===== config.mk =====
export PLATFORM = sky130hd
export DESIGN_NAME = uart_boot_loader
export DESIGN_NICKNAME = d
export VERILOG_FILES = /design/src/rtl/uart_boot_loader.sv
export SDC_FILE = /design/constraint.sdc
export NUM_CORES = 1
export LEC_CHECK = 0
export ABC_AREA = 0
export BUFFER_PORTS_ARGS = -buffer_cell sky130_fd_sc_hd__buf_2
export CORE_UTILIZATION = 45
export CTS_CLUSTER_DIAMETER = 40
export DETAILED_ROUTE_END_ITERATION = 6
export GPL_TIMING_DRIVEN = 0
export SKIP_CTS_REPAIR_TIMING = 1
export SYNTH_ARGS = -nofsm -noshare
export SYNTH_HDL_FRONTEND = slang
export SYNTH_SLANG_ARGS = --single-unit

===== constraint.sdc =====
create_clock -name Clk -period 2.45 [get_ports Clk]
set_input_delay 0.245 -clock Clk [delete_from_list [all_inputs] [get_ports Clk]]
set_output_delay 0.245 -clock Clk [all_outputs]
set_load 0.05 [all_outputs]

===== src/rtl/uart_boot_loader.sv =====
// Sequences a UART program download into the instruction memory: a length byte,
// then data bytes, then a checksum byte. The CPU is held until the download is verified.
module uart_boot_loader #(
   parameter int unsigned DEPTH   = 32,
   parameter int unsigned ADDR_W  = 5,
   parameter int unsigned TIMEOUT = 104150
) (
   input  logic              Clk,
   input  logic              Reset,
   input  logic              Load,
   input  logic              rx_valid,
   input  logic [7:0]        rx_data,
   input  logic              rx_fe,
   input  logic [ADDR_W-1:0] PC,
   output logic              mem_we,
   output logic [ADDR_W-1:0] mem_addr,
   output logic [7:0]        mem_wdata,
   output logic              cpu_hold,
   output logic              busy,
   output logic              done,
   output logic              error,
   output logic [2:0]        err_code,
   output logic [5:0]        byte_count
);

   localparam int unsigned TMR_W = $clog2(TIMEOUT + 1);
   localparam int unsigned CNT_W = 6;

   localparam logic [2:0] ERR_NONE    = 3'b000;
   localparam logic [2:0] ERR_FRAME   = 3'b001;
   localparam logic [2:0] ERR_LENGTH  = 3'b010;
   localparam logic [2:0] ERR_CSUM    = 3'b011;
   localparam logic [2:0] ERR_TIMEOUT = 3'b100;

   typedef enum logic [2:0] {IDLE, LEN, DATA, CSUM, DONE, ERR} state_t;

   state_t            state;
   logic              load_q;
   logic [ADDR_W-1:0] ptr;
   logic [ADDR_W-1:0] wr_addr;
   logic [7:0]        sum;
   logic [CNT_W-1:0]  len;
   logic [TMR_W-1:0]  timer;

   logic start_c;
   logic active_c;

   assign start_c  = Load & ~load_q;
   assign active_c = (state == LEN) || (state == DATA) || (state == CSUM);

   // The loader owns the address only during its one-cycle write pulse.
   assign mem_addr = mem_we ? wr_addr : PC;

   always_ff @(posedge Clk or negedge Reset) begin
      if (!Reset) begin
         state      <= IDLE;
         load_q     <= 1'b0;
         ptr        <= '0;
         wr_addr    <= '0;
         sum        <= '0;
         len        <= '0;
         timer      <= '0;
         mem_we     <= 1'b0;
         mem_wdata  <= '0;
         cpu_hold   <= 1'b0;
         busy       <= 1'b0;
         done       <= 1'b0;
         error      <= 1'b0;
         err_code   <= ERR_NONE;
         byte_count <= '0;
      end else begin
         load_q <= Load;
         mem_we <= 1'b0;
         if (start_c) begin
            // A new request always wins, discarding any byte arriving with it.
            state      <= LEN;
            ptr        <= '0;
            sum        <= '0;
            len        <= '0;
            timer      <= '0;
            byte_count <= '0;
            done       <= 1'b0;
            error      <= 1'b0;
            err_code   <= ERR_NONE;
            cpu_hold   <= 1'b1;
            busy       <= 1'b1;
         end else if (active_c) begin
            if (rx_valid && rx_fe) begin
               state    <= ERR;
               error    <= 1'b1;
               busy     <= 1'b0;
               cpu_hold <= 1'b1;
               err_code <= ERR_FRAME;
            end else if (rx_valid) begin
               timer <= '0;
               case (state)
                  LEN: begin
                     if (rx_data == 8'd0 || rx_data > 8'(DEPTH)) begin
                        state    <= ERR;
                        error    <= 1'b1;
                        busy     <= 1'b0;
                        cpu_hold <= 1'b1;
                        err_code <= ERR_LENGTH;
                     end else begin
                        len   <= CNT_W'(rx_data);
                        state <= DATA;
                     end
                  end
                  DATA: begin
                     mem_we     <= 1'b1;
                     wr_addr    <= ptr;
                     mem_wdata  <= rx_data;
                     ptr        <= ptr + ADDR_W'(1);
                     byte_count <= byte_count + CNT_W'(1);
                     sum        <= sum + rx_data;
                     if (byte_count + CNT_W'(1) == len) begin
                        state <= CSUM;
                     end
                  end
                  CSUM: begin
                     if (rx_data == sum) begin
                        state    <= DONE;
                        done     <= 1'b1;
                        busy     <= 1'b0;
                        cpu_hold <= 1'b0;
                     end else begin
                        state    <= ERR;
                        error    <= 1'b1;
                        busy     <= 1'b0;
                        cpu_hold <= 1'b1;
                        err_code <= ERR_CSUM;
                     end
                  end
                  default: ;
               endcase
            end else if (timer == TMR_W'(TIMEOUT - 1)) begin
               state    <= ERR;
               error    <= 1'b1;
               busy     <= 1'b0;
               cpu_hold <= 1'b1;
               err_code <= ERR_TIMEOUT;
            end else begin
               timer <= timer + TMR_W'(1);
            end
         end
      end
   end

endmodule


# After elaboration in Yosys (flattened, before gate mapping)
# Cells that the tools add are included.
# totals
reg_bits	67
in_bits	18
output_inout_bits	27
word_cells	134
# op_classes
n_addsub	4
n_lt_le_gt_ge	1
n_eq_ne	14
n_mux	76
n_bitwise	4
reduce_logical	20
# ops
op	count
17-bit two-way mux	5
6-bit two-way mux	11
3-bit two-way mux	14
8-bit two-way mux	5
1-bit two-way mux	30
5-bit two-way mux	6
5-bit AND reduction	4
17-bit by 1-bit adder with 17-bit output, second input constant	1
17-bit == test, second input constant	1
4-bit AND reduction	3
2-bit nonzero test	6
5-bit by 3-bit != test with 1-bit output, second input constant	2
3-bit case mux with 3 select lines	1
8-bit adder	1
8-bit == test	1
8-bit by 6-bit > comparator with 1-bit output, second input constant	1
8-bit zero test	1
6-bit by 1-bit adder with 6-bit output, second input constant	1
3-bit by 2-bit == test with 1-bit output, second input constant	2
6-bit == test	1
6-bit by 1-bit != test with 1-bit output, second input constant	1
1-bit case mux with 2 select lines	3
3-bit case mux with 2 select lines	1
5-bit by 1-bit adder with 5-bit output, second input constant	1
11 further kinds	16

# Logic depth before layout (Yosys ltp)
# logic_depth
ltp_word	8
ltp_mapped	9
depth_no_buf	7

# Least setup slack after synthesis
# No wires, ideal clock.
# synth_path
path_type	register -> register
from	register timer[14]
to	register err_code[2]
setup_ns	0.121
arrival_ns	2.053
required_time_ns	2.329
path_slack_ns	0.276
stages_incl_launch_ff	7
n_path_buf	1
synth_period_minus_slack_ns	2.174
path_cell_list	dfrtp_1 -> or4b_1 -> or4_4 -> buf_6 -> a21oi_4 -> o221ai_2 -> a22o_1
# synth_via
elab_chain_len	3
# synth_lines
element	line_no	rtl
from (decl)	43	logic [TMR_W-1:0] timer;
from (signal assigned)	143	timer <= timer + TMR_W'(1);
17-bit == test	136	end else if (timer == TMR_W'(TIMEOUT - 1)) begin
4-bit nonzero test (no line)	n/a	
5-bit AND reduction (no line)	n/a	
to (signal assigned)	103	err_code <= ERR_LENGTH;
to (signal assigned)	131	err_code <= ERR_CSUM;
to (signal assigned)	141	err_code <= ERR_TIMEOUT;
to (decl)	22	output logic [2:0] err_code,
# No other way between the ends.
# A chain may end at the register's enable or synchronous reset.

# Final worst setup path
# Ends and elaborated chain as after synthesis.

==> run_results.csv <==
group,metric,value,unit
status,status,"completed",
yosys,yosys-top-cells-area,"dfrtp_1 (47%), nand2_1 (6.6%), ha_1 (3.9%)",
global_route,track_usage,0.2021,
drt,ant_nets,0,
setup_path,critPathRequiredTime,2.68,ns
yosys,synth.most_common_cell,"dfrtp_1",
finish,num_antenna_cells,0,
yosys,synth_fp_nets,404,
setup_path,critPathMaxFanout,9,
global_route,antenna_found_initial,0,
global_route,grt_overflow_total,0,
yosys,synthSimpleGateAreaFrac,0.2120,
floorplanning,io_pins,45,
clock_network,cts_buffers,9,
power,pwr-share-comb,0.159,
yosys,ys_ff_latch,67,
power,p_clk_frac,0.363,
timing,post-route-period-util,0.9392,
yosys,synth_top_area_share,0.4710,
yosys,ys_types,53,
setup_path,startpoint_type,"flop",
place,dp_hpwl,5573,um
floorplanning,die_area,8270,um^2
floorplanning,fp.dieW,90.94,um
yosys,synth_compound_area_frac,0.1409,
power,total_power,2.519,mW
place,place.gp.congestion,0.8437,
global_route,grt_pass1_wl,13120,um
yosys,seq_area_frac_synth,0.4710,
yosys,synthMuxAreaShare,0.03831,
timing,slew_headroom,0.4353,
setup_path,reg2reg_slack,0.15,ns
finish,area_growth,15.40,%
clock_network,clk_pin_slew_worst_paths,0.07,ns
floorplanning,num_rows,32,
yosys,ys.flop_type,"dfrtp_1",
run,maxCapViolCount,0,
setup_path,cp.arrival,2.54,ns
yosys,synth_top_area_cell,"dfrtp_1",
drt,routed_wl,7662,um
setup_path,reg2reg_depth,6,
yosys,yosys_warnings,0,
timing,fin_setup_tns,0,ns
setup_path,crit_path_top_delay_cell,"or4b_1",
place,place.port_buffers,44,
clock_network,clockBufferDepth,2,
power,pwr-share-seq,0.478,
finish,final_core_util,0.5343,
drt,wl_per_cell,14.29,um
yosys,synth_xor_area_frac,0.05905,
timing,fin_worst_skew,0.003430,ns
timing,grt_setup_unrepaired,"no",
yosys,syn_inst,374,
clock_network,cts_tree,"yes",
global_route,grt_pass1_vias,2823,
setup_path,critPathBufInv,1,
yosys,synth.avg_cell_area,9.518,um^2
drt,num_vias,2886,
yosys,synth_edf_count,0,
setup_path,path_cells,"or4b_1 -> or4_4 -> buf_6 -> a21oi_4 -> o221ai_2 -> a22o_1",
floorplanning,dieHeight,90.94,um
timing,fin_crit,2.301,ns
hold_path,min_path_type,"in2async",
timing,finalMaxSlewViolations,0,
global_route,grt_start_max_net_pins,68,
yosys,async_reset_ff_frac,1.000,
setup_path,crit_path_end_kind,"flop",
setup_path,max_stage_delay,0.52,ns
floorplanning,initial_core_util,0.4631,
yosys,synth_top_family_by_area,"simple AND/OR/NAND/NOR gates",
power,p_per_area,613.2,nW/um^2
power,netSwitchingPower,0.7413,mW
drt,drtIter0Drc,101,
setup_path,timing.rr.start,"timer[14]",
yosys,synth_fa_ha_area_frac,0.04429,
drt,route.detailed.drc,0,
setup_path,r2r_end,"err_code[2]",
finish,fin_nets,459,
power,intPower,1.778,mW
drt,drt_pass1_iterations,4,
setup_path,cp_top_family,"simple AND/OR/NAND/NOR gates",
clock_network,h-tree-depth,3,
drt,vias_per_cell,5.384,
clock_network,clock_latency,0.34,ns
timing,tightest_slew,0.8471,ns
yosys,syn_area,3560,um^2
setup_path,criticalPathCategory,"reg2reg",
finish,drive_above_1_share,0.1751,
floorplanning,core_area,7687,um^2
yosys,synth_common_cells,"dfrtp_1 (67), nand2_1 (63), o21ai_0 (23)",
power,vdd_drop_max,324.7,uV
power,switching_share,0.2943,
timing,max_freq,0.4346,GHz
timing,setup_viol,0,
clock_network,cts-root-buf,"clkbuf_8",
power,p_leak,1.977,nW
timing,hold_viol,0,
clock_network,clock_sinks,67,
[final cells by class]
| type | count | area [um^2] |
|---|---|---|
| clock inverters | 5 | 52.55 |
| multi-input cells | 277 | 1764 |
| well taps | 102 | 127.6 |
| flip-flops and latches | 67 | 1677 |
| plain buffers | 10 | 47.55 |
| repair buffers | 44 | 222.7 |
| clock buffers | 11 | 141.4 |
| fillers | 742 | 3580 |
| inverters | 20 | 75.07 |
[placed cells by master, fill, tap and decap left out, drive strengths merged, types with 3 or more instances in the layout]
| master | netlist | layout |
|---|---|---|
| nand2b | 3 | 3 |
| nor2b | 5 | 5 |
| a21oi | 20 | 20 |
| clkbuf | 7 | 18 |
| buf | 3 | 47 |
| clkinv | 1 | 4 |
| a21o | 4 | 4 |
| o211ai | 3 | 3 |
| and3 | 4 | 4 |
| nor3 | 5 | 5 |
| nand2 | 63 | 63 |
| nor2 | 19 | 19 |
| mux2 | 5 | 5 |
| or3 | 11 | 11 |
| o21ai | 24 | 24 |
| or4 | 4 | 4 |
| xnor2 | 9 | 9 |
| a22o | 5 | 5 |
| nand4 | 11 | 11 |
| inv | 19 | 19 |
| a31oi | 4 | 4 |
| ha | 11 | 11 |
| mux2i | 8 | 8 |
| xor2 | 15 | 15 |
| nor4 | 3 | 3 |
| dfrtp | 67 | 67 |
| nand3 | 14 | 14 |
[registers in the layout, summed over array words and instances, names as in the netlist]
name / flops
busy: 1
byte_count: 6
cpu_hold: 1
done: 1
err_code: 3
error: 1
len: 6
load_q: 1
mem_wdata: 8
mem_we: 1
ptr: 5
state: 3
sum: 8
timer: 17
wr_addr: 5
[cells by family (layout without fill, tap and decap cells)]
| kind of cell | after synthesis | in the layout |
|---|---|---|
| AND/OR/NAND/NOR | 153 | 153 |
| XOR/XNOR | 24 | 24 |
| multiplexers | 13 | 13 |
| adder cells (fa/ha/maj) | 12 | 12 |
| buffers and inverters | 30 | 90 |
| flip-flops | 67 | 67 |
| AO/OA/AOI/OAI | 75 | 75 |
[layer usage]
metal,up-vias,track usage,share of wire
met3,9,0.05193,0.036
met4,0,0.06217,0.011
li1,1438,-,-
met1,1392,0.2665,0.49
met5,-,0,0
met2,47,0.3270,0.46
[power by group through the flow]
| stage | registers [mW] | logic (mW) | clock network, mW |
|---|---|---|---|
| floorplan | 1.30 | 0.200 | 0 |
| global route | 1.21 | 0.438 | 0.989 |
| detailed placement | 1.23 | 0.402 | 0 |
| global placement | 1.23 | 0.399 | 0 |
| finish | 1.20 | 0.400 | 0.915 |
| CTS | 1.20 | 0.403 | 0.941 |
[worst reg2reg max path: stages, from the launching register on]
cell and delay, ns:
dfrtp_1 0.40, or4b_1 0.52, or4_4 0.52, buf_6 0.16
a21oi_4 0.23, o221ai_2 0.16, a22o_1 0.20
[worst max-delay path by stage]
| stage | startpoint | end | slack, ns | depth (start not counted) |
|---|---|---|---|---|
| floorplan | timer[14] | err_code[2] | 0.28 | 6 |
| global placement | rx_data[1] | len[4] | 0.14 | 6 |
| detailed placement | rx_data[1] | len[2] | 0.12 | 6 |
| CTS | state[2] | timer[14] | 0.12 | 6 |
| global route | timer[14] | err_code[2] | 0.05 | 6 |
| finish | timer[14] | err_code[2] | 0.15 | 6 |
[metrics by stage]
| step | worst slack, ns | hold slack (ns) | cell area [um^2] | instances |
|---|---|---|---|---|
| final | 0.1489 | 0.01062 | 4108 | 536 |
| after global routing | 0.05133 | 0.02021 | 4108 | 536 |
| after CTS | 0.1220 | 0.02373 | 4104 | 536 |
| after detailed placement | 0.1235 | 0.3870 | 3910 | 520 |
| after global placement | 0.1378 | 0.3787 | 3908 | 520 |
| after floorplan | 0.2757 | -0.05059 | 3560 | 374 |
Note: power is estimated with default switching activity, not from simulation.
